==> config.mk <==
export PLATFORM = sky130hd
export DESIGN_NAME = port_io
export DESIGN_NICKNAME = d
export VERILOG_FILES = /design/src/rtl/port_io_pkg.sv /design/src/rtl/port_io_debouncer.sv /design/src/rtl/port_io.sv
export SDC_FILE = /design/constraint.sdc
export NUM_CORES = 1
export LEC_CHECK = 0
export BUFFER_PORTS_ARGS = -buffer_cell sky130_fd_sc_hd__buf_2
export CAP_MARGIN = 10
export CORE_MARGIN = 5
export CORE_UTILIZATION = 48
export CTS_BUF_LIST = sky130_fd_sc_hd__clkbuf_8
export DETAILED_ROUTE_END_ITERATION = 12
export PLACE_DENSITY = 0.67
export REMOVE_ABC_BUFFERS = 1
export SLEW_MARGIN = 20
export SYNTH_ARGS = -nofsm -noshare
export SYNTH_HDL_FRONTEND = slang
export SYNTH_SLANG_ARGS = --single-unit
==> constraint.sdc <==
create_clock -name mclk -period 2.3 [get_ports mclk]
set_input_delay 0.345 -clock mclk [delete_from_list [all_inputs] [get_ports mclk]]
set_output_delay 0.345 -clock mclk [all_outputs]
set_load 0.03 [all_outputs]
==> src/rtl/port_io_pkg.sv <==
// rtl/port_io_pkg.sv - shared port numbers and decode types for the port_io peripheral
package port_io_pkg;

    localparam int PORT_DISPLAY = 0;
    localparam int PORT_LED     = 1;
    localparam int PORT_SWITCH  = 2;
    localparam int PORT_BUTTON  = 3;
    localparam int PORT_TIMER   = 4;
    localparam int PORT_STATUS  = 5;

    localparam int NUM_BUTTONS  = 4;

    typedef enum logic [2:0] {
        SEL_DISPLAY,
        SEL_LED,
        SEL_SWITCH,
        SEL_BUTTON,
        SEL_TIMER,
        SEL_STATUS,
        SEL_NONE
    } port_sel_e;

    // A set in the same cycle as a read-clear wins, so no event is ever dropped.
    function automatic logic [NUM_BUTTONS-1:0] update_flags(
        input logic [NUM_BUTTONS-1:0] flags,
        input logic                   clear,
        input logic [NUM_BUTTONS-1:0] set
    );
        return (flags & ~{NUM_BUTTONS{clear}}) | set;
    endfunction

endpackage

==> src/rtl/port_io_debouncer.sv <==
// rtl/port_io_debouncer.sv - per-button synchroniser and debouncer with rising-edge pulse
module port_io_debouncer #(
    parameter int DEBOUNCE_CYCLES = 50000
) (
    input  logic mclk,
    input  logic rst,
    input  logic din,
    output logic level,
    output logic rise
);

    localparam int CW = (DEBOUNCE_CYCLES > 1) ? $clog2(DEBOUNCE_CYCLES) : 1;
    localparam logic [CW-1:0] LAST = CW'(DEBOUNCE_CYCLES - 1);

    logic          sync1_q;
    logic          sync2_q;
    logic          acc_q;
    logic [CW-1:0] cnt_q;
    logic          settle;

    // rise is combinational so the caller's flag lands on the same edge as the accepted level.
    assign settle = (sync2_q != acc_q) && (cnt_q == LAST);
    assign rise   = settle && sync2_q;
    assign level  = acc_q;

    always_ff @(posedge mclk) begin
        if (rst) begin
            sync1_q <= 1'b0;
            sync2_q <= 1'b0;
            acc_q   <= 1'b0;
            cnt_q   <= '0;
        end else begin
            sync1_q <= din;
            sync2_q <= sync1_q;
            if (sync2_q == acc_q) begin
                cnt_q <= '0;
            end else if (settle) begin
                acc_q <= sync2_q;
                cnt_q <= '0;
            end else begin
                cnt_q <= cnt_q + 1'b1;
            end
        end
    end

endmodule

==> src/rtl/port_io.sv <==
// rtl/port_io.sv - memory-mapped display/LED/switch/button/timer registers on the CPU port bus
module port_io
    import port_io_pkg::*;
#(
    parameter int WORD_SIZE       = 16,
    parameter int DEBOUNCE_CYCLES = 50000,
    parameter int PRESCALE        = 50000
) (
    input  logic                 mclk,
    input  logic                 rst,
    input  logic [WORD_SIZE-1:0] portaddr,
    input  logic [WORD_SIZE-1:0] portval,
    input  logic                 portget,
    input  logic                 portset,
    output logic [WORD_SIZE-1:0] portout,
    input  logic [7:0]           sw,
    input  logic [3:0]           btn,
    output logic [15:0]          show_val,
    output logic [7:0]           led_val
);

    localparam int PW = (PRESCALE > 1) ? $clog2(PRESCALE) : 1;

    port_sel_e              sel;
    logic [WORD_SIZE-1:0]   rd_data;

    logic [15:0]            display_q;
    logic [7:0]             led_q;
    logic [7:0]             sw_s1_q;
    logic [7:0]             sw_s2_q;
    logic [7:0]             sw_q;

    logic [NUM_BUTTONS-1:0] btn_rise;
    logic [NUM_BUTTONS-1:0] btn_level;
    logic [NUM_BUTTONS-1:0] btn_flags_q;
    logic                   unused_btn_level;

    logic [PW-1:0]          pre_q;
    logic [15:0]            count_q;
    logic [15:0]            period_q;
    logic                   expired_q;
    logic                   tick;
    logic                   expire_evt;

    logic                   wr_display;
    logic                   wr_led;
    logic                   wr_timer;
    logic                   rd_button;
    logic                   rd_status;

    // Full-width compare: aliases such as 0x100 must not hit port 0.
    always_comb begin
        sel = SEL_NONE;
        if (portaddr == WORD_SIZE'(PORT_DISPLAY))     sel = SEL_DISPLAY;
        else if (portaddr == WORD_SIZE'(PORT_LED))    sel = SEL_LED;
        else if (portaddr == WORD_SIZE'(PORT_SWITCH)) sel = SEL_SWITCH;
        else if (portaddr == WORD_SIZE'(PORT_BUTTON)) sel = SEL_BUTTON;
        else if (portaddr == WORD_SIZE'(PORT_TIMER))  sel = SEL_TIMER;
        else if (portaddr == WORD_SIZE'(PORT_STATUS)) sel = SEL_STATUS;
    end

    assign wr_display = portset && (sel == SEL_DISPLAY);
    assign wr_led     = portset && (sel == SEL_LED);
    assign wr_timer   = portset && (sel == SEL_TIMER);
    assign rd_button  = portget && (sel == SEL_BUTTON);
    assign rd_status  = portget && (sel == SEL_STATUS);

    always_comb begin
        rd_data = '0;
        case (sel)
            SEL_DISPLAY: rd_data = WORD_SIZE'(display_q);
            SEL_LED:     rd_data = WORD_SIZE'(led_q);
            SEL_SWITCH:  rd_data = WORD_SIZE'(sw_q);
            SEL_BUTTON:  rd_data = WORD_SIZE'(btn_flags_q);
            SEL_TIMER:   rd_data = WORD_SIZE'(count_q);
            SEL_STATUS:  rd_data = WORD_SIZE'(expired_q);
            default:     rd_data = '0;
        endcase
    end

    genvar gi;
    generate
        for (gi = 0; gi < NUM_BUTTONS; gi++) begin : g_btn
            port_io_debouncer #(
                .DEBOUNCE_CYCLES(DEBOUNCE_CYCLES)
            ) u_debouncer (
                .mclk (mclk),
                .rst  (rst),
                .din  (btn[gi]),
                .level(btn_level[gi]),
                .rise (btn_rise[gi])
            );
        end
    endgenerate

    assign unused_btn_level = ^btn_level;

    always_ff @(posedge mclk) begin
        if (rst) begin
            display_q   <= '0;
            led_q       <= '0;
            sw_s1_q     <= '0;
            sw_s2_q     <= '0;
            sw_q        <= '0;
            btn_flags_q <= '0;
            portout     <= '0;
        end else begin
            sw_s1_q <= sw;
            sw_s2_q <= sw_s1_q;
            sw_q    <= sw_s2_q;
            if (wr_display) display_q <= 16'(portval);
            if (wr_led)     led_q     <= 8'(portval);
            if (portget)    portout   <= rd_data;
            btn_flags_q <= update_flags(btn_flags_q, rd_button, btn_rise);
        end
    end

    assign tick       = (pre_q == PW'(PRESCALE - 1));
    assign expire_evt = tick && (period_q != 16'd0) && (count_q == period_q);

    // A period write restarts the count; the prescaler keeps its phase.
    always_ff @(posedge mclk) begin
        if (rst) begin
            pre_q     <= '0;
            count_q   <= '0;
            period_q  <= '0;
            expired_q <= 1'b0;
        end else begin
            pre_q <= tick ? '0 : pre_q + 1'b1;
            if (wr_timer) begin
                period_q <= 16'(portval);
                count_q  <= '0;
            end else if (tick) begin
                count_q <= expire_evt ? 16'd0 : count_q + 16'd1;
            end
            expired_q <= (expired_q && !rd_status) || expire_evt;
        end
    end

    assign show_val = display_q;
    assign led_val  = led_q;

endmodule

# Word level (Yosys, flattened, before mapping)
# Index checks and enable logic that the tools add are counted.
totals:
  reg_bits: 193
  out_inout_bits: 40
op_classes:
  addsub: 6
  eq_ne: 24
  n_mux: 8
  bitwise_logic: 7
  n_reduce_logical: 31
op_table:
  columns: ["op", "count"]
  rows:
  - ["$add A16 B1 Y16 const B", 6]
  - ["$pmux W16 S6", 1]
  - ["$eq A16 B16 Y1 const B", 5]
  - ["$eq A16 B2 Y1 const B", 2]
  - ["$eq A16 B3 Y1 const B", 2]
  - ["$eq A16 B1 Y1 const B", 1]
  - ["$eq A16 B16 Y1", 1]
  - ["$logic_and A1 B1 Y1", 16]
  - ["$logic_not A16 Y1", 1]
  - ["$mux W16", 1]
  - ["$reduce_bool A16 Y1", 1]
  - ["$mux W3", 4]
  - ["$reduce_or A3 Y1", 4]
  - ["$reduce_and A2 Y1", 4]
  - ["$eq A3 B2 Y1 const B", 2]
  - ["$eq A3 B3 Y1 const B", 2]
  - ["$and A4 B4 Y4", 1]
  - ["$eq A1 B1 Y1", 4]
  - ["$mux W2", 2]
  - ["$ne A1 B1 Y1", 4]
  - ["$not A1 Y1", 4]
  - ["$not A4 Y4", 1]
  - ["$or A4 B4 Y4", 1]
  - ["$reduce_or A2 Y1", 2]
  - ["other kinds (4)", 4]

# Logic depth before layout (Yosys ltp)
# Gate-level depths: netlist of run 1.
depth:
  word_depth: 12
  depth_mapped: 8
  mapped_depth_nobuf: 6

# Modules after synthesis
# From an unflattened synthesis of run 1, not the netlist that was laid out.
unflattened:
  hier_cells: 890
  hier_area_um2: 8456.9
modules_own_cells:
  columns: ["module", "instances", "cells_each", "area_each_um2", "seq_area_each_um2"]
  rows:
  - ["port_io", 1, 514, 4833.4, 2342.2]
  - ["port_io_debouncer", 4, 94, 905.9, 380.4]

# Worst setup path before layout of run 1
# Ideal clock, no wire load.
synth_timing:
  kind: "register to register"
  startpoint: "register pre_q[0]"
  endpoint: "register count_q[10]"
  arrival_time_ns: 1.668
  required_time_ns: 2.168
  path_slack_ns: 0.500
  path_stages_with_launch: 9
  path_buffers: 2
  period_less_slack_ns: 1.800
  cell_sequence: "dfxtp_1 ha_1 and3_1 clkbuf_1 nand4_1 a41o_1 nor2_2 buf_2 nor3_1"
synth_between:
  elab_chain_cells: 4
synth_lines:
  columns: ["item", "line", "source"]
  rows:
  - ["start: declaration", "port_io.sv:38", "logic [PW-1:0] pre_q;"]
  - ["start signal: assignment", "port_io.sv:129", "pre_q <= tick ? '0 : pre_q + 1'b1;"]
  - ["$eq A16 B16 Y1 *", "port_io.sv:118", "assign tick = (pre_q == PW'(PRESCALE - 1));"]
  - ["$logic_and A1 B1 Y1 (2 in series)", "port_io.sv:119", "assign expire_evt = tick && (period_q != 16'd0) && (count_q == period_q);"]
  - ["$mux W16", "port_io.sv:134", "count_q <= expire_evt ? 16'd0 : count_q + 16'd1;"]
  - ["end signal: assignment", "port_io.sv:134", null]
  - ["end: declaration", "port_io.sv:39", "logic [15:0] count_q;"]
# Mark *: on every way between the ends. The rest lies on a longest branch, timed or not.
# A chain may end at the register's enable or synchronous reset.

# Worst setup path after layout of run 1
layout_timing:
  startpoint: "register pre_q[0]"
  endpoint: "register count_q[14]"
# The elaborated chain is that of the path after synthesis.

==> results of run 1 <==
-- sequential cells by signal (all words and copies together) (netlist names) --
name                       cells
btn_flags_q                    4
show_val                      16
led_val                        8
sw_s2_q                        8
g_btn.u_debouncer.sync2_q      4
sw_s1_q                        8
pre_q                         16
count_q                       16
period_q                      16
expired_q                      1
g_btn.u_debouncer.level        4
g_btn.u_debouncer.sync1_q      4
portout                       16
sw_q                           8
g_btn.u_debouncer.cnt_q       64
-- cell type report --
type	instances	area, um^2	share of cell area
inverter	15	56.3	0.00622
tap	220	275	0.0304
clock inverter	10	100	0.0111
sequential	193	3860	0.427
clock buffer	20	275	0.0304
multi-input combinational	650	3860	0.426
timing repair buffer	112	626	0.0691
-- cell families after synthesis --
kind of cell,share of synthesized area
simple gates,0.271
flops,0.483
xor+xnor,0.114
compound gates,0.0608
buf+inv,0.0352
mux,0.0274
fa+ha+maj,0.00938
-- per-layer routing --
metal,GRT usage,wire length [um],up-vias
met4,0.0680,157,0
li1,-,-,3215
met5,0,0,-
met3,0.0421,999,16
met1,0.255,8420,2909
met2,0.291,8260,123
-- cells in the mapped netlist (all sizes together), types with 15 or more instances --
cell / count
nand4: 22
buf: 19
nand3: 37
xor2: 51
clkbuf: 26
nor4: 18
nor3: 32
inv: 15
nor2b: 35
o21ai: 20
xnor2: 53
nor2: 117
dfxtp: 193
nand2: 120
and3: 15
a21oi: 38
-- stage by stage --
step	worst slack, ns	cell area, um^2	utilization	std cells	total power [mW]
after floorplan	0.0209	7780	-	858	3.52
after global placement	0.268	8680	0.527	1190	3.64
after detailed placement	0.214	8680	0.527	1190	3.64
after CTS	0.357	9050	0.550	1220	5.75
after global routing	0.172	9050	0.550	1220	5.92
final	0.371	9050	0.550	1220	5.68
-- how the worst max path moves through the flow --
stage / slack (ns) / start / end / cells past startpoint
after CTS: 0.36 / pre_q[0]$_SDFF_PP0_ / count_q[14]$_SDFFE_PP0P_ / 7
final: 0.37 / pre_q[0]$_SDFF_PP0_ / count_q[14]$_SDFFE_PP0P_ / 7
after global routing: 0.17 / pre_q[0]$_SDFF_PP0_ / count_q[14]$_SDFFE_PP0P_ / 7
after floorplan: 0.02 / pre_q[0]$_SDFF_PP0_ / count_q[0]$_SDFFE_PP0P_ / 6
after global placement: 0.27 / portaddr[9] / portout[14]$_SDFFE_PP0P_ / 7
after detailed placement: 0.21 / portaddr[9] / portout[15]$_SDFFE_PP0P_ / 7
-- power breakdown --
part	internal (mW)	total [mW]	switching, mW	leakage (nW)
sequential	3.37	3.38	0.0114	1.56
combinational	0.0720	0.180	0.108	1.54
clock	0.946	2.12	1.18	0.191
==> out/metrics.yaml, run 1 <==
grt_pass1_wl_mm: 29.7
final_common_cell: "dfxtp_1"
area_growth_pct: 13.1
io_pins: 88
drt_iter0_markers: 358
r2r-end: "count_q[14]$_SDFFE_PP0P_"
cts_root_buf: "clkbuf_8"
routedWlPerCell_um: 14.6
clock-sinks: 193
place_congestion: 0.867
regToRegStartpoint: "pre_q[0]$_SDFF_PP0_"
vias: 6263
rows: 47
hold_start: "sw[2]"
path_clk_slew_ns: 0.09
synth_top_cell_area_share: 0.483
required_ns: 2.68
path_max_fanout: 14
max-slew-margin-rel: 0.580
syn_area_mm2: 0.00800
crit_type: "reg -> reg"
min_period_ns: 1.93
drive_above_1_share: 0.154
dp_hpwl_mm: 13.1
ys.flop_type: "dfxtp_1"
skew_ns: 0.0182
netlist_instances: 903
worst_path_max_delay_cell: "dfxtp_1"
path_buf_inv: 1
leakagePower_nw: 3.29
viasPerCell: 5.13
n_antenna_cell: 0
numCtsBuffers: 17
grt_pass1_vias: 5967
crit_arrival_ns: 2.31
setup_violations: 0
first_pass_iters: 5
clockBufferDepth: 2
overflow: 0
endpoint_kind: "flip-flop"
synthDistinctLibCells: 49
die_w_um: 139
startpoint_type: "flip-flop"
hold_depth: 2
ctsHoldBuffers: 0
rrSetupSlack_ns: 0.37
grt_max_degree: 28
async_flop_share: 0
postSynthRegisterBits: 193
rr_worst_depth: 7
hold_viol: 0
routed_wl_mm: 17.8
hold_path.class: "in -> reg"
whs_ns: 0.0847
syn-mean-instance-area_um2: 8.86
synth_edf_count: 0
h-tree-depth: 4
grt_use_total: 0.187
ys_seq_area_frac: 0.483
max_stage_delay_ns: 0.36
initial_core_util: 0.486
cts_tree: "built"
nFillCells: 1564
worst_slew_pin_slew_ns: 0.625
worstSkewPairLatency_ns: 0.47
drcViolationCount: 0
crit_family: "simple AND/OR/NAND/NOR gates"
antenna_found_initial: 0
fin_crit_sh: 0.839
post-cts-setup-buffers: 0
ir_worst_vdd_mv: 0.429
path_cells: "ha_1 > and3_1 > nand4_1 > buf_4 > nor4_2 > xnor2_1 > nor3_1"
die-area_mm2: 0.0194
core_area_mm2: 0.0165
synth.area.top_cells: "dfxtp_1 (48%), xnor2_1 (5.8%), nand2_1 (5.6%)"
nets: 1043
drv_cap: 0
cts_resized: 0
timing.final.max_slew_violations: 0
ant_nets: 0
yosysTopAreaCell: "dfxtp_1"
most-common-layout-cells: "dfxtp_1 (193), nand2_1 (119), nor2_1 (116), buf_2 (86), xnor2_1 (53)"
fmax_ghz: 0.518
portBuffers: 87
yosysWarnings: 0
p_per_area_mw_per_mm2: 628
die_h_um: 139
tns_ns: 0
min_to: "sw_s1_q[2]$_SDFF_PP0_"
status: "completed"
grt_setup_unrepaired: "no"
Power figures use the tool's default switching activity.
==> run 2, diff against run 1 <==
Clock period 2.3 ns to 1.95 ns, I/O delays scaled along.
==> out/metrics.yaml, run 2 (synthesis gave the netlist of run 1 again) <==
drv_cap: 0
layout_setup_ws_ns: 0.0887
cts_root_buf: "clkbuf_8"
ant_nets: 0
worstSetupStartpoint: "pre_q[14]$_SDFF_PP0_"
startpoint_type: "flip-flop"
hold_viol: 0
numPlacedInstances: 1208
drt_iter0_markers: 445
whs_ns: 0.0278
setup_violations: 0
rows: 47
vias: 6438
n_antenna_cell: 0
grt_pass1_vias: 5987
nets: 1063
leakagePower_nw: 3.44
path_cells: "nor4bb_2 > nand4_1 > buf_12 > a41o_1 > nor2_2 > buf_12 > o21ai_0"
most-common-layout-cells: "dfxtp_1 (191), nand2_1 (119), nor2_1 (116), buf_2 (86), xnor2_1 (53)"
grt_use_total: 0.187
overflow: 0
timing.final.max_slew_violations: 0
finish.instance_area_mm2: 0.00937
antenna_found_initial: 0
required_ns: 2.30
worst_path_max_delay_cell: "dfxtp_1"
clock-sinks: 193
status: "completed"
fmax_ghz: 0.537
path_buf_inv: 2
hold_start: "btn[3]"
h-tree-depth: 4
crit_type: "reg -> reg"
max_stage_delay_ns: 0.38
worst_slew_pin_slew_ns: 1.00
regMostFlops: "g_btn.u_debouncer.cnt_q"
routed_wl_mm: 18.2
routedWlPerCell_um: 14.6
dpl_worst_slack_ns: -0.00337
power.total_mw: 6.91
viasPerCell: 5.18
drcViolationCount: 0
multi_input_area_mm2: 0.00389
largest_register_ffs: 64
grt_max_degree: 39
hold_path.class: "in -> reg"
core_area_mm2: 0.0165
dp_hpwl_mm: 13.1
numCtsBuffers: 17
crit_top_cell: "buf_12"
fin_cells: 1242
fin_crit_sh: 0.955
endpoint_kind: "flip-flop"
die-area_mm2: 0.0194
path_clk_slew_ns: 0.10
first_pass_iters: 5
clockBufferDepth: 2
final_common_cell: "dfxtp_1"
regToRegStartpoint: "pre_q[14]$_SDFF_PP0_"
io_pins: 88
path_max_fanout: 21
crit_arrival_ns: 2.21
place_congestion: 0.844
die_w_um: 139
grt_pass1_wl_mm: 29.8
register_area_mm2: 0.00387
min_period_ns: 1.86
worstSkewPairLatency_ns: 0.47
max-slew-margin-rel: 0.328
skew_ns: 0.0165
place_area_mm2: 0.00890
p_per_area_mw_per_mm2: 738
portBuffers: 87
ir_worst_vdd_mv: 0.549
nFillCells: 1508
crit_family: "simple AND/OR/NAND/NOR gates"
area_growth_pct: 17.1
cts_tree: "built"
die_h_um: 139
drive_above_1_share: 0.176
initial_core_util: 0.486
## run 2: where the power goes
| part | total [mW] | internal [mW] | switching [mW] |
|---|---|---|---|
| registers | 3.99 | 3.97 | 0.0135 |
| logic | 0.223 | 0.0940 | 0.129 |
| clock network | 2.70 | 1.22 | 1.49 |
| total | 6.91 | 5.28 | 1.63 |
## run 2: layout make-up
class	instances	share of cell area
Multi-Input combinational cell	650	0.415
Sequential cell	193	0.413
Timing Repair Buffer	132	0.0927
Tap cell	220	0.0294
Clock buffer	18	0.0264
Clock inverter	14	0.0183
Inverter	15	0.00601
## run 2: what timing repair did
| item | CTS | global route |
|---|---|---|
| hold endpoints to repair | 1 | 1 |
| hold buffers | 1 | 1 |
| setup endpoints to repair | 0 | 47 |
| resized for setup | 0 | 7 |
| setup buffers | 0 | 0 |
## run 2: path summary, 6_finish.rpt
kind	depth (start not counted)	slack, ns	to
setup / recovery	7	0.09	count_q[0]$_SDFFE_PP0P_
hold / removal	2	0.03	g_btn[3].u_debouncer.sync1_q$_SDFF_PP0_
setup reg to reg	7	0.09	count_q[0]$_SDFFE_PP0P_
hold reg to reg	1	0.43	pre_q[0]$_SDFF_PP0_
## run 2: layer usage
metal  vias up  wire (um)  global-route usage
li1       3260          -                   -
met1      3005       8860               0.268
met2       160       8160               0.286
met3        13        975              0.0441
met4         0        158              0.0438
met5         -          0                   0
## run 2: worst reg2reg max path: cells and delay by family, from the launching register on
family	cells	cell delay [ns]
compound gates	2	0.32
buf+inv	2	0.36
flops	1	0.38
simple gates	3	0.70
## run 2: through the flow
stage / TNS [ns] / utilization
detailed placement: -0.00337 / 0.541
CTS: 0 / 0.567
finish: 0 / 0.569
global route: -0.0416 / 0.569
floorplan: -4.93 / -
global placement: 0 / 0.541
